**src/rtl/mult_pkg.sv**
```systemverilog
// Shared widths, FSM state type and the accumulator sizing rule for the
// multiply-accumulate stage.
package mult_pkg;

  localparam int X_W = 3;
  localparam int Y_W = 2;
  localparam int P_W = 5;

  typedef enum logic {
    ACCUM = 1'b0,
    DONE  = 1'b1
  } mac_state_e;

  // Smallest accumulator that cannot overflow when n full-scale products are summed.
  function automatic int acc_w_min(input int n);
    return P_W + $clog2(n);
  endfunction

endpackage

```
**src/rtl/mult_accumulator_if.sv**
```systemverilog
// Operand-in / group-sum-out handshakes of the multiply-accumulate stage.
interface mult_accumulator_if #(
  parameter int ACC_W = 7,
  parameter int CNT_W = 3
);
  logic             in_valid;
  logic             in_ready;
  logic [2:0]       in_x;
  logic [1:0]       in_y;
  logic             in_last;
  logic             out_valid;
  logic             out_ready;
  logic [ACC_W-1:0] out_sum;
  logic [CNT_W-1:0] out_count;

  modport master (
    output in_valid, in_x, in_y, in_last, out_ready,
    input  in_ready, out_valid, out_sum, out_count
  );

  modport slave (
    input  in_valid, in_x, in_y, in_last, out_ready,
    output in_ready, out_valid, out_sum, out_count
  );
endinterface

```
**src/rtl/multiply.sv**
```systemverilog
// 3x2 unsigned combinational multiplier built as two gated partial products.
module multiply (
  input  logic [2:0] x,
  input  logic [1:0] y,
  output logic [4:0] Q
);
  logic [4:0] pp0, pp1;

  assign pp0 = {2'b00, x & {3{y[0]}}};
  assign pp1 = {1'b0, x & {3{y[1]}}, 1'b0};
  assign Q   = pp0 + pp1;
endmodule

```
**src/rtl/mult_accumulator.sv**
```systemverilog
// Accumulates up to N_TERMS products per group and holds the group sum
// until downstream accepts it.
module mult_accumulator
  import mult_pkg::*;
#(
  parameter int N_TERMS = 4,
  parameter int ACC_W   = 7,
  parameter int CNT_W   = 3
) (
  input  logic              clk,
  input  logic              rst,
  mult_accumulator_if.slave bus
);

  if (ACC_W < acc_w_min(N_TERMS)) begin : g_acc_w_chk
    $error("ACC_W too narrow for N_TERMS");
  end
  if (CNT_W < $clog2(N_TERMS + 1)) begin : g_cnt_w_chk
    $error("CNT_W too narrow for N_TERMS");
  end

  mac_state_e       state;
  logic [ACC_W-1:0] acc;
  logic [CNT_W-1:0] cnt;
  logic [P_W-1:0]   product;
  logic [ACC_W-1:0] acc_nxt;
  logic [CNT_W-1:0] cnt_nxt;
  logic             close;

  multiply u_multiply (
    .x (bus.in_x),
    .y (bus.in_y),
    .Q (product)
  );

  assign acc_nxt = acc + ACC_W'(product);
  assign cnt_nxt = cnt + CNT_W'(1);
  // in_last and the N_TERMS boundary on one beat collapse into a single close.
  assign close   = bus.in_last || (cnt_nxt == CNT_W'(N_TERMS));

  // Handshake outputs decode the state register only; no input-to-output path.
  assign bus.in_ready  = (state == ACCUM);
  assign bus.out_valid = (state == DONE);

  always_ff @(posedge clk) begin
    if (rst) begin
      state         <= ACCUM;
      acc           <= '0;
      cnt           <= '0;
      bus.out_sum   <= '0;
      bus.out_count <= '0;
    end else begin
      case (state)
        ACCUM: begin
          if (bus.in_valid) begin
            if (close) begin
              bus.out_sum   <= acc_nxt;
              bus.out_count <= cnt_nxt;
              acc           <= '0;
              cnt           <= '0;
              state         <= DONE;
            end else begin
              acc <= acc_nxt;
              cnt <= cnt_nxt;
            end
          end
        end
        DONE: begin
          if (bus.out_ready) state <= ACCUM;
        end
        default: state <= ACCUM;
      endcase
    end
  end

endmodule

```
**src/flat_wrapper.sv**
```systemverilog
// flat-port wrapper written by rule: the top's interface ports become plain ports
module mult_accumulator_flat import mult_pkg::*;
#(
  parameter int N_TERMS = 4,
  parameter int ACC_W   = 7,
  parameter int CNT_W   = 3
)
  (clk, rst, bus_in_valid, bus_in_x, bus_in_y, bus_in_last, bus_out_ready, bus_in_ready, bus_out_valid, bus_out_sum, bus_out_count);
  mult_accumulator_if #(.ACC_W(ACC_W), .CNT_W(CNT_W)) bus_i ();
  input  logic clk;
  input  logic rst;
  input wire logic [$bits(bus_i.in_valid)-1:0] bus_in_valid;
  input wire logic [$bits(bus_i.in_x)-1:0] bus_in_x;
  input wire logic [$bits(bus_i.in_y)-1:0] bus_in_y;
  input wire logic [$bits(bus_i.in_last)-1:0] bus_in_last;
  input wire logic [$bits(bus_i.out_ready)-1:0] bus_out_ready;
  output wire logic [$bits(bus_i.in_ready)-1:0] bus_in_ready;
  output wire logic [$bits(bus_i.out_valid)-1:0] bus_out_valid;
  output wire logic [$bits(bus_i.out_sum)-1:0] bus_out_sum;
  output wire logic [$bits(bus_i.out_count)-1:0] bus_out_count;
  assign bus_i.in_valid = bus_in_valid;
  assign bus_i.in_x = bus_in_x;
  assign bus_i.in_y = bus_in_y;
  assign bus_i.in_last = bus_in_last;
  assign bus_i.out_ready = bus_out_ready;
  assign bus_in_ready = bus_i.in_ready;
  assign bus_out_valid = bus_i.out_valid;
  assign bus_out_sum = bus_i.out_sum;
  assign bus_out_count = bus_i.out_count;
  mult_accumulator #(.N_TERMS(N_TERMS), .ACC_W(ACC_W), .CNT_W(CNT_W)) u_core (.clk(clk), .rst(rst), .bus(bus_i));
endmodule
```
**config.mk**
```make
export PLATFORM = sky130hd
export DESIGN_NAME = mult_accumulator_flat
export DESIGN_NICKNAME = d
export VERILOG_FILES = /design/src/rtl/mult_pkg.sv /design/src/rtl/mult_accumulator_if.sv /design/src/rtl/multiply.sv /design/src/rtl/mult_accumulator.sv /design/src/flat_wrapper.sv
export SDC_FILE = /design/constraint.sdc
export NUM_CORES = 1
export LEC_CHECK = 0
export ABC_AREA = 1
export BUFFER_PORTS_ARGS = -buffer_cell sky130_fd_sc_hd__buf_4
export CAP_MARGIN = 10
export CORE_AREA = 3 3 47 66
export DETAILED_ROUTE_END_ITERATION = 10
export DIE_AREA = 0 0 50 69
export GPL_ROUTABILITY_DRIVEN = 0
export HOLD_SLACK_MARGIN = 0.08
export PLACE_DENSITY_LB_ADDON = 0.05
export SLEW_MARGIN = 5
export SYNTH_ARGS = -nofsm -noshare
export SYNTH_HDL_FRONTEND = slang
export SYNTH_HIERARCHICAL = 1
export SYNTH_SLANG_ARGS = --single-unit
```
**constraint.sdc**
```tcl
create_clock -name clk -period 5.8 [get_ports clk]
set_clock_uncertainty 0.2 [all_clocks]
set_input_delay 0 -clock clk [delete_from_list [all_inputs] [get_ports clk]]
set_output_delay 0 -clock clk [all_outputs]
set_load 0.1 [all_outputs]
```
Yosys cells after proc, flatten, opt, wreduce, memory -nomap -nowiden
Index checks and enable logic that the tools add are counted.

word-level totals
  flip-flop bits (word level) = 21
  input bits = 10
  output and inout port bits = 12
  logic and storage cells = 21

cells by class
  $add $sub $neg = 3
  equal/unequal tests = 1
  mux-type cells = 6
  bitwise gates (word level) = 3
  reduce and logical (&&, ||, !) cells = 3

operators by type and width
  operator                                      number
  adder 7 x 5 -> 7 bit                          1
  2-to-1 mux 7 bit                              1
  bitwise AND 3 bit                             2
  adder 3 x 4 -> 5 bit                          1
  adder 3 x 1 -> 3 bit (second input constant)  1
  equality test 3 bit (second input constant)   1
  2-to-1 mux 1 bit                              3
  2-to-1 mux 3 bit                              1
  AND reduction 3 bit                           1
  case mux 1 bit (2 select lines)               1
  AND reduction 2 bit                           1
  logical OR 1 bit                              1
  NOT 1 bit                                     1

Depth between registers and ports, before layout
Gate-level depths: netlist of run 1.

  depth after elaboration = 6
  mapped depth = 18
  depth with buffers taken out = 18

Modules after synthesis
Netlist of run 1, hierarchy kept.

by module, submodules not included
  module            instances  cells each  area an instance (um^2)
  mult_accumulator  1          156         1,118.6
  multiply          1          23          128.9

Worst setup path before layout of run 1
OpenSTA, ideal clock, no wires.

  path type = register to register
  start point = register u_core.state (netlist: u_core/bus.out_valid)
  end point = register u_core.cnt[2]
  data arrival time = 2,063 ps
  data required time = 5,472 ps
  setup slack = 3,409 ps
  stages on the path, launching flop included = 8
  buffers on the path = 1
  path through = dfxtp_1 inv_2 nand2_4 buf_6 nor2_8 inv_2 a2bb2oi_1 nor2_1

on the way
  word-level cells in the longest chain between the ends = 2

RTL lines
  item                           RTL line                text
  start: declaration             mult_accumulator.sv:22  mac_state_e state;
  start signal: assignment       mult_accumulator.sv:47  state <= ACCUM;
  start signal: assignment       mult_accumulator.sv:61  state <= DONE;
  start signal: assignment       mult_accumulator.sv:69  if (bus.out_ready) state <= ACCUM;
  NOT 1 bit                      n/a
  named net bus_in_ready         flat_wrapper.sv:17      output wire logic [$bits(bus_i.in_ready)-1:0] bus_in_ready;
  AND reduction 2 bit (no line)  n/a
  end signal: assignment         mult_accumulator.sv:64  cnt <= cnt_nxt;
  end: declaration               mult_accumulator.sv:24  logic [CNT_W-1:0] cnt;

The timed path passes the listed nets, and every way through them passes these cells.
A chain may end at the register's enable or synchronous reset.

Final worst setup path of run 1
  start point = register u_core.cnt[0]
  end point = register u_core.state (netlist: u_core/bus.out_valid)

on the way
  word-level cells in the longest chain between the ends = 6

RTL lines
  item                             RTL line                text
  adder 3 x 1 -> 3 bit             mult_accumulator.sv:37  assign cnt_nxt = cnt + CNT_W'(1);
  equality test 3 bit              mult_accumulator.sv:39  assign close = bus.in_last || (cnt_nxt == CNT_W'(N_TERMS));
  logical OR 1 bit                 mult_accumulator.sv:39
  2-to-1 mux 1 bit                 mult_accumulator.sv:56  if (close) begin
  2-to-1 mux 1 bit                 mult_accumulator.sv:55  if (bus.in_valid) begin
  case mux 1 bit (2 select lines)  mult_accumulator.sv:53  case (state)

No other way between the ends.

==> impl_metrics.csv, run 1 <==
group,metric,value,unit
setup_path,worstPathRequired,5.86,ns
worst_hold_path,holdPathStages,7,
cells_and_area,fin_area,1550,µm²
setup_path,cp_cell_sequence,"ha_1, ha_1, nor2_2, nor2_4, nor2_1, dlygate4sd3_1, nor2_1, dlygate4sd3_1",
timing,max_freq,0.3771,GHz
outcome,status,"finished clean",
timing,finalSetupViolations,0,
synth,yosys-top-cells-count,"nand2_1 (47), inv_1 (30), dfxtp_1 (21)",
synth,yosys-top-cells-area,"dfxtp_1 (34%), nand2_1 (14%), ha_1 (9.0%), inv_1 (9.0%), nor2_1 (5.7%)",
drt,routed_wl,2699,µm
clock_tree,cts_tree,"yes",
timing,rsz0062_at_grt,"false",
floorplanning,die_area,3450,µm²
placed_design,place.port_buffers,21,
worst_hold_path,min_to,"u_core/acc[3]",
synth,synth-xor-area-share,0.7021,%
job,drv_cap,0,
setup_path,path_max_fanout,18,
drt,drc,0,
power,p_leak,0.0008070,µW
drt,wl_per_cell,10.97,µm
floorplanning,core_area,2615,µm²
timing,slew_viol_final,0,
synth,synth_flop_cell,"dfxtp_1",
drt,routed_via_density,4.785,
clock_tree,cts_inserted_buffers,3,
synth,synth-seq-cells,21,
drt,vias,1177,
worst_hold_path,hold_start,"bus_in_x[2]",
placed_design,postPlaceCellArea,1424,µm²
drt,dr.pass1.iters,4,
clock_tree,cts_max_level,1,
timing,setup_slack,3.148,ns
synth,synth_seq_area_share,33.70,%
floorplanning,floorplan.initialDensity,47.70,%
synth,synth_area_per_cell,6.969,µm²
setup_path,r2r.worst_path.cells,8,
global_routing,track_usage,16.53,%
synth,yosysUniqueCellTypes,25,
cells_and_area,nets,232,
setup_path,cpPeakStageDelay,0.57,ns
timing,fin_setup_tns,0,ns
floorplanning,die_h,69,µm
setup_path,cp.buffers_inverters,2,
cells_and_area,fillers,267,
floorplanning,io_pins,22,
worst_hold_path,min_path_type,"input pin to flip-flop",
synth,post-synth-top-area-cell,"dfxtp_1",
placed_design,dpl.hpwl,2014,µm
setup_path,crit_type,"flip-flop to flip-flop",
synth,synth_edf_count,0,
synth,syn_area,1247,µm²
cells_and_area,antenna_cells,0,
drt,ant_nets,0,
synth,synth_compound_area_share,12.94,%
clock_tree,clkSinkCount,21,
floorplanning,rows,22,
synth,synthAdderAreaFrac,12.24,%
global_routing,grt-ovfl-total,0,
synth,yosysTopAreaCellShare,33.70,%
drt,drt_iter0_markers,20,
floorplanning,die_width,50,µm
synth,synth-simple-area-share,28.69,%
clock_tree,root_buffer,"clkbuf_4",
setup_path,start_kind,"flip-flop",
timing,tightest_slew,0.3910,ns
cells_and_area,post-route-util,59.28,%
global_routing,antenna_found_initial,0,
placed_design,dp_slack,3.565,ns
setup_path,cpLargestDelayFamily,"buffers and inverters",
setup_path,reg2reg_from,"u_core/cnt[0]",
cells_and_area,drive_gt1_share,15.24,%
synth,syn-num-nets,200,
synth,yosysMostFrequentCell,"nand2_1",
power,pwr_density_cell,214.2,nW/µm²
setup_path,crit_path_start,"u_core/cnt[0]",
setup_path,crit_slowest_cell,"dlygate4sd3_1",
setup_path,reg2reg_to,"u_core/bus.out_valid",
setup_path,ff2ff_setup_slack,3.15,ns
synth,syn_inst,179,
clock_tree,clk_pin_slew,0.12,ns
setup_path,worstPathArrival,2.71,ns
clock_tree,clk_latency,0.30,ns
power,power,332.0,µW
timing,period_needed,2.652,ns
cells_and_area,syn2layout_area_growth,24.27,%
global_routing,grt_first_pass_wirelength,4595,µm
clock_tree,ctsLongestPathBuffers,2,
clock_tree,post_cts_buffers,0,
synth,yosys_warnings,6,
timing,slew_headroom,73.87,%
timing,hold_viol,0,
synth,synthMuxAreaShare,0,%
timing,min_period_over_period,45.72,%
global_routing,grt_max_degree,19,
power,ir_worst_vdd,193.6,µV
global_routing,grt_pass1_vias,1101,
synth,synthArstFlopShare,0,%
setup_path,cp-end-kind,"flip-flop",
synth,synth_top_family_by_area,"simple AND/OR/NAND/NOR gates",
[power by group]
group	internal, µW	leakage, µW	total (µW)	switching (µW)
clock network	26.8	0.0000150	70.1	43.3
logic	31.9	0.000621	107	74.9
registers	151	0.000171	155	4.00
[final cells by class]
class	instances	area (µm²)	share of cell area (%)
multi-input cells	122	680.7	43.91
flip-flops and latches	21	420.4	27.12
repair buffers	31	257.7	16.63
inverters	32	120.1	7.748
well taps	36	45.04	2.906
clock buffers	4	26.28	1.695
[per-layer routing]
| metal | routed length (µm) | part of all wire, % | vias to the layer above | global-route usage (%) |
|---|---|---|---|---|
| met5 | 0 | 0 | - | 0 |
| met4 | 31 | 1.1 | 0 | 6.462 |
| met3 | 80 | 3.0 | 6 | 1.296 |
| met2 | 1403 | 52 | 31 | 31.10 |
| met1 | 1183 | 44 | 520 | 18.29 |
| li1 | - | - | 620 | - |
[repair_timing]
item | in CTS | in global routing
hold endpoints to repair | 21 | 0
hold buffers | 10 | 0
setup endpoints to repair | 0 | 0
gates resized for setup | 0 | 0
[registers in the layout (all words and copies together), names as in the netlist]
name and count:
u_core/bus.out_count 3, u_core/bus.out_sum 7, u_core/cnt 3, u_core/bus.out_valid 1, u_core/acc 7
[worst max path at each step]
stage	end	slack (ns)	cells after the start
finish	u_core/bus.out_valid	3.15	8
global route	u_core/bus.out_valid	3.04	8
CTS	u_core/bus.out_valid	3.14	8
global placement	u_core/bus.out_sum[5]	3.59	17
detailed placement	u_core/bus.out_sum[5]	3.57	17
floorplan	u_core/cnt[2]	3.41	7
[kinds of logic after synthesis]
logic type	Yosys count
simple gates	82
fa+ha+maj	11
buf+inv	36
xor+xnor	1
compound gates	28
flops	21
[per-stage QoR]
step / instances / hold WS (ns)
2_1_floorplan: 179 / -0.08235
3_3_place_gp: 232 / 0.03067
3_5_place_dp: 232 / 0.03678
4_1_cts: 246 / 0.2417
5_1_grt: 246 / 0.2976
6_report: 246 / 0.2538
[layout by cell type (no fill, tap or decap), types with 2 or more instances in the layout]
cell type,n
o21ai_0,7
a21o_1,2
ha_1,9
dfxtp_1,21
a21oi_1,14
clkbuf_4,3
dlygate4sd3_1,10
buf_4,21
fa_1,2
inv_2,2
inv_1,30
nand2_1,47
nor2_1,19
nand3_1,11
[worst reg2reg max path: stages, from the launching register on]
cell and delay [ns]:
dfxtp_1 0.40, ha_1 0.20, ha_1 0.16, nor2_2 0.06, nor2_4 0.33, nor2_1 0.07, dlygate4sd3_1 0.57, nor2_1 0.08
dlygate4sd3_1 0.54
No activity file was read; power rests on OpenSTA's default activity.
==> run 2, diff against run 1 <==
- ABC_AREA: 1 -> 0
- clock period: 5.8 -> 2.4 ns (I/O delays scaled with it)
==> run 2 against run 1 <==
Compared with the run above:
- final cell count down 19%
- critical path depth up 2
- first-iteration DRC count up 40%
- sequential share of layout area up 0.60 points
- wire length up 3.4%
- core utilization down 1.3 points
- highest routed layer is now met3
- via count down 8.8%
- critical endpoint is now u_core/acc[6]
- area after synthesis down 1.5%
- die area unchanged
- hold slack worse by 0.15 ns
- clock-buffer cell count down 1
==> impl_metrics.csv, run 2 <==
group,metric,value,unit
synth,synth_area_per_cell,9.034,µm²
power,power.share.clock,22.9,%
placed_design,dp_cells,190,
clock_tree,clk_pin_slew,0.13,ns
power,swShare,35.09,%
setup_path,cp-end-kind,"flip-flop",
synth,syn-num-nets,157,
synth,synth_flop_cell,"dfxtp_1",
floorplanning,core_area,2615,µm²
floorplanning,floorplan.initialDensity,46.99,%
timing,hold_viol,0,
global_routing,grt_pass1_vias,1084,
cells_and_area,drive_gt1_share,23.17,%
clock_tree,clkSinkCount,21,
floorplanning,die_width,50,µm
global_routing,grt_first_pass_wirelength,4740,µm
synth,synth_seq_area_share,34.22,%
setup_path,worstPathArrival,2.27,ns
setup_path,r2r.worst_path.cells,6,
power,pwr_density_cell,502.5,nW/µm²
setup_path,ff2ff_setup_slack,0.16,ns
timing,max_freq,0.4432,GHz
synth,syn_inst,136,
floorplanning,io_pins,22,
clock_tree,cts_tree,"yes",
global_routing,track_usage,17.41,%
synth,yosys_warnings,6,
timing,tightest_slew,0.5314,ns
drt,drc,0,
outcome,status,"finished clean",
setup_path,reg2reg_from,"u_core/cnt[0]",
setup_path,worstPathRequired,2.42,ns
cells_and_area,final_common_cell,"buf_4",
setup_path,crit_end,"u_core/acc[6]",
power,p_sw,267.4,µW
clock_tree,cts_inserted_buffers,3,
floorplanning,rows,22,
synth,yosysMostFrequentCell,"dfxtp_1",
synth,synth_edf_count,0,
floorplanning,die_h,69,µm
cells_and_area,nets,186,
placed_design,place.port_buffers,21,
cells_and_area,layout_common_cells,"buf_4 (23), dfxtp_1 (21), inv_1 (11), nand2_1 (10), nor2_1 (10)",
cells_and_area,post-route-util,57.99,%
clock_tree,ctsLongestPathBuffers,2,
drt,routed_via_density,5.370,
timing,slew_viol_final,0,
cells_and_area,syn2layout_area_growth,23.42,%
power,internal_power,494.6,µW
drt,ant_nets,0,
cells_and_area,reg_top3,"u_core/acc x7, u_core/bus.out_sum x7",
setup_path,crit_type,"input pin to flip-flop",
drt,drt_iter0_markers,28,
synth,yosysUniqueCellTypes,49,
clock_tree,clk_latency,0.31,ns
synth,yosysTopAreaCellShare,34.22,%
timing,setup_slack,0.1436,ns
timing,finalSetupViolations,0,
power,comb_power_share,28.5,%
power,ir_worst_vdd,405.1,µV
synth,synthArstFlopShare,0,%
power,power,762.0,µW
setup_path,reg2reg_to,"u_core/bus.out_valid",
drt,routed_wl,2790,µm
synth,yosys-top-cells-count,"dfxtp_1 (21), inv_1 (11), nand2_1 (10), nor2_1 (10), ha_1 (9)",
cells_and_area,antenna_cells,0,
drt,wl_per_cell,13.95,µm
global_routing,grt_max_degree,31,
floorplanning,die_area,3450,µm²
global_routing,grt-ovfl-total,0,
timing,min_period_over_period,94.01,%
power,power_frac_seq,48.6,%
setup_path,start_kind,"input pin",
timing,slew_headroom,64.57,%
synth,synth-seq-cells,21,
timing,rsz0062_at_grt,"false",
clock_tree,root_buffer,"clkbuf_4",
drt,dr.pass1.iters,4,
timing,period_needed,2.256,ns
synth,yosys-top-cells-area,"dfxtp_1 (34%), ha_1 (9.2%), inv_1 (3.4%), fa_1 (3.3%), nand2_1 (3.1%)",
placed_design,dp_slack,-0.06380,ns
power,p_leak,0.0006196,µW
synth,syn_area,1229,µm²
clock_tree,cts_max_level,1,
job,drv_cap,0,
cells_and_area,final_cells,200,
setup_path,path_max_fanout,4,
synth,post-synth-top-area-cell,"dfxtp_1",
global_routing,antenna_found_initial,0,
setup_path,crit_path_start,"bus_in_x[0]",
drt,vias,1074,
placed_design,dpl.hpwl,2018,µm
worst_hold_path,min_path_type,"input pin to flip-flop",
[run 2: cell count changes after synthesis, moves of 4 or more]
cell / before / now
nor2_1: 19 / 10
nand2_1: 47 / 10
a21oi_1: 14 / 6
o41ai_1: 0 / 4
o21ai_0: 7 / 1
nand3b_1: 0 / 5
inv_1: 30 / 11
nor2b_1: 0 / 4
nand3_1: 11 / 4
[run 2: what timing repair did]
item | in CTS | in global routing
setup endpoints to repair | 0 | 1
hold buffers | 6 | 0
resized for setup | 0 | 1
hold endpoints to repair | 21 | 0
buffers inserted | 0 | 0
[run 2: metrics by stage]
step	hold WS [ns]	TNS [ns]	cell area [µm²]
global route	0.1274	0	1516
global placement	0.06892	0	1421
detailed placement	0.07665	-0.1549	1421
floorplan	-0.01821	0	1229
CTS	0.08250	0	1509
finish	0.1012	0	1516
[run 2: layout make-up]
cell class	count	area, µm²
multi-input combinational	99	749.5
timing repair buffer	29	232.7
clock inverter	1	5.005
fill	255	1099
sequential	21	420.4
inverter	11	41.29
tap	36	45.04
clock buffer	3	22.52
[run 2: critical path: stages]
cell	delay, ns
buf_4	0.08
dlygate4sd3_1	0.54
and2_1	0.13
ha_1	0.19
inv_1	0.06
fa_1	0.43
nor2b_4	0.15
o2111ai_2	0.18
a2111o_1	0.40
o311ai_1	0.09
[run 2: cells by family after synthesis]
group / share of synthesized area [%]
AND/OR/NAND/NOR: 22.81
AO/OA/AOI/OAI: 22.91
flip-flops: 34.22
buffers and inverters: 5.397
adder cells (fa/ha/maj): 12.42
XOR/XNOR: 1.426
multiplexers: 0.8147
[run 2: how the worst min path moves through the flow]
stage,from,end,slack (ns),depth (start not counted)
4_1_cts,bus_in_valid,u_core/acc[1],0.08,4
3_3_place_gp,bus_out_ready,u_core/bus.out_valid,0.07,3
2_1_floorplan,bus_out_ready,u_core/bus.out_valid,-0.02,2
5_1_grt,bus_in_valid,u_core/bus.out_sum[4],0.13,4
3_5_place_dp,bus_out_ready,u_core/bus.out_valid,0.08,3
6_report,bus_in_valid,u_core/bus.out_sum[4],0.10,4
[run 2: power by group through the flow]
stage	clock network (µW)	logic (µW)	registers, µW
2_1_floorplan	0	93.9	443
3_3_place_gp	0	205	378
3_5_place_dp	0	209	379
4_1_cts	183	217	371
5_1_grt	196	233	373
6_report	174	217	371
[run 2: metal layers]
metal	global-route usage, %	vias up	part of all wire [%]
met4	5.538	0	0
li1	-	550	-
met5	0	-	0
met1	21.14	505	43
met3	2.808	0	3.2
met2	30.38	19	53
==> run 3, diff against run 2 <==
- CORE_AREA: 3 3 47 66 -> 5 5 49 68
- DIE_AREA: 0 0 50 69 -> 0 0 54 73
==> run 3 against run 2 <==
Compared with the run above:
- final cell count up 2.0%
- largest cell class unchanged
- critical path depth down 4
- non-clock buffer count up 3
- worst setup slack worse by 0.033 ns
- clock-buffer cell count unchanged
- sequential share of layout area down 0.84 points
==> impl_metrics.csv, run 3 (synthesis results as in run 2) <==
group,metric,value,unit
outcome,status,"finished clean",
timing,fin_hold_ws,0.1487,ns
drt,vias,1077,
timing,min_period_over_period,95.39,%
clock_tree,root_buffer,"clkbuf_8",
placed_design,dpl.hpwl,2026,µm
power,swShare,33.31,%
clock_tree,cts_max_level,1,
timing,rsz0062_at_grt,"false",
global_routing,grt-ovfl-total,0,
drt,drt_iter0_markers,12,
timing,finalSetupViolations,0,
power,internal_power,550.6,µW
setup_path,reg2reg_from,"u_core/cnt[0]",
cells_and_area,syn2layout_area_growth,27.29,%
floorplanning,io_pins,22,
timing,slew_viol_final,0,
clock_tree,cts_inserted_buffers,3,
setup_path,cp-end-kind,"flip-flop",
placed_design,postPlaceCellArea,1430,µm²
setup_path,start_kind,"flip-flop",
setup_path,worstPathRequired,2.40,ns
cells_and_area,layout_common_cells,"buf_4 (24), dfxtp_1 (21), inv_1 (11), nand2_1 (10), nor2_1 (10)",
clock_tree,clkSinkCount,21,
power,p_sw,275.0,µW
clock_tree,clk_latency,0.26,ns
floorplanning,rows,23,
power,p_leak,0.0006408,µW
power,pwr_density_cell,527.9,nW/µm²
drt,routed_wl,2714,µm
clock_tree,post_cts_buffers,0,
floorplanning,core_area,2734,µm²
timing,tightest_slew,0.4967,ns
global_routing,track_usage,15.96,%
worst_hold_path,min_path_type,"input pin to flip-flop",
cells_and_area,reg_top3,"u_core/acc x7, u_core/bus.out_sum x7",
cells_and_area,fin_area,1564,µm²
global_routing,antenna_found_initial,0,
cells_and_area,multiInputGateArea,749.5,µm²
cells_and_area,regArea,420.4,µm²
global_routing,grt_first_pass_wirelength,4712,µm
cells_and_area,fillers,266,
setup_path,crit_path_start,"u_core/cnt[0]",
timing,max_freq,0.4368,GHz
clock_tree,clk_pin_slew,0.08,ns
setup_path,crit_type,"flip-flop to flip-flop",
placed_design,place.port_buffers,21,
power,ir_worst_vdd,474.0,µV
power,power.share.clock,28.6,%
job,drv_cap,0,
global_routing,grt_pass1_vias,1092,
timing,hold_viol,0,
floorplanning,die_area,3942,µm²
drt,dr.pass1.iters,4,
cells_and_area,drive_gt1_share,23.35,%
power,comb_power_share,26.6,%
floorplanning,die_h,73,µm
cells_and_area,antenna_cells,0,
drt,drc,0,
global_routing,grt_max_degree,31,
worst_hold_path,hold_start,"bus_in_valid",
setup_path,path_max_fanout,5,
timing,slew_headroom,66.89,%
clock_tree,cts_tree,"yes",
drt,wl_per_cell,13.30,µm
cells_and_area,final_common_cell,"buf_4",
cells_and_area,nets,189,
power,power_frac_seq,44.8,%
floorplanning,die_width,54,µm
drt,ant_nets,0,
drt,routed_via_density,5.279,
clock_tree,ctsLongestPathBuffers,2,
floorplanning,floorplan.initialDensity,44.94,%
timing,period_needed,2.289,ns
setup_path,worstPathArrival,2.29,ns
[run 3: cell count changes in the layout (fill, tap and decap cells not counted)]
cell           before  now
clkbuf_4            3    0
dlygate4sd3_1       6    8
clkbuf_8            0    3
buf_4              23   24
[run 3: cell type report]
class | count | area share (%)
clock buffer | 3 | 2.640
clock inverter | 1 | 0.3200
inverter | 11 | 2.640
multi-input combinational | 99 | 47.92
sequential | 21 | 26.88
tap | 37 | 2.960
timing repair buffer | 32 | 16.64
[run 3: what timing repair did]
item / CTS / global route
gates resized for setup: 0 / 1
hold buffers: 8 / 0
hold endpoints to repair: 20 / 0
endpoints found under the setup margin: 0 / 1
[run 3: critical path, cell delays in order, from the launching register on]
cell           delay (ns)
dfxtp_1              0.34
ha_1                 0.22
ha_1                 0.27
nor3_2               0.42
a22oi_1              0.11
dlygate4sd3_1        0.59
nor2_1               0.08
[run 3: worst paths after layout]
path	end	slack, ns	depth (start not counted)
setup reg to reg	u_core/acc[0]	0.11	6
hold reg to reg	u_core/bus.out_count[1]	0.26	2
hold / removal	u_core/bus.out_sum[4]	0.15	4
setup / recovery	u_core/acc[0]	0.11	6
[run 3: per-layer routing]
| metal | share of wire [%] | vias to the layer above | GRT usage (%) |
|---|---|---|---|
| li1 | - | 548 | - |
| met1 | 44 | 511 | 19.70 |
| met2 | 51 | 16 | 27.22 |
| met3 | 4.1 | 2 | 3.067 |
| met4 | 0.99 | 0 | 4.986 |
| met5 | 0 | - | 0 |
[run 3: power groups by stage]
stage,Clock (µW),Combinational (µW),Sequential (µW)
detailed placement,0,210,378
finish,236,220,370
floorplan,0,93.9,443
global route,263,237,372
CTS,244,220,370
global placement,0,207,378
[run 3: through the flow]
stage	setup slack [ns]	total power [µW]	setup TNS (ns)	util (%)	std cells
2_1_floorplan	0.2127	536.7	0	-	136
3_3_place_gp	0.01551	585.0	0	52.31	192
3_5_place_dp	-0.04946	588.0	-0.06956	52.31	192
4_1_cts	0.09728	834.3	0	56.93	204
5_1_grt	0.02381	872.0	0	57.21	204
6_report	0.1106	825.7	0	57.21	204
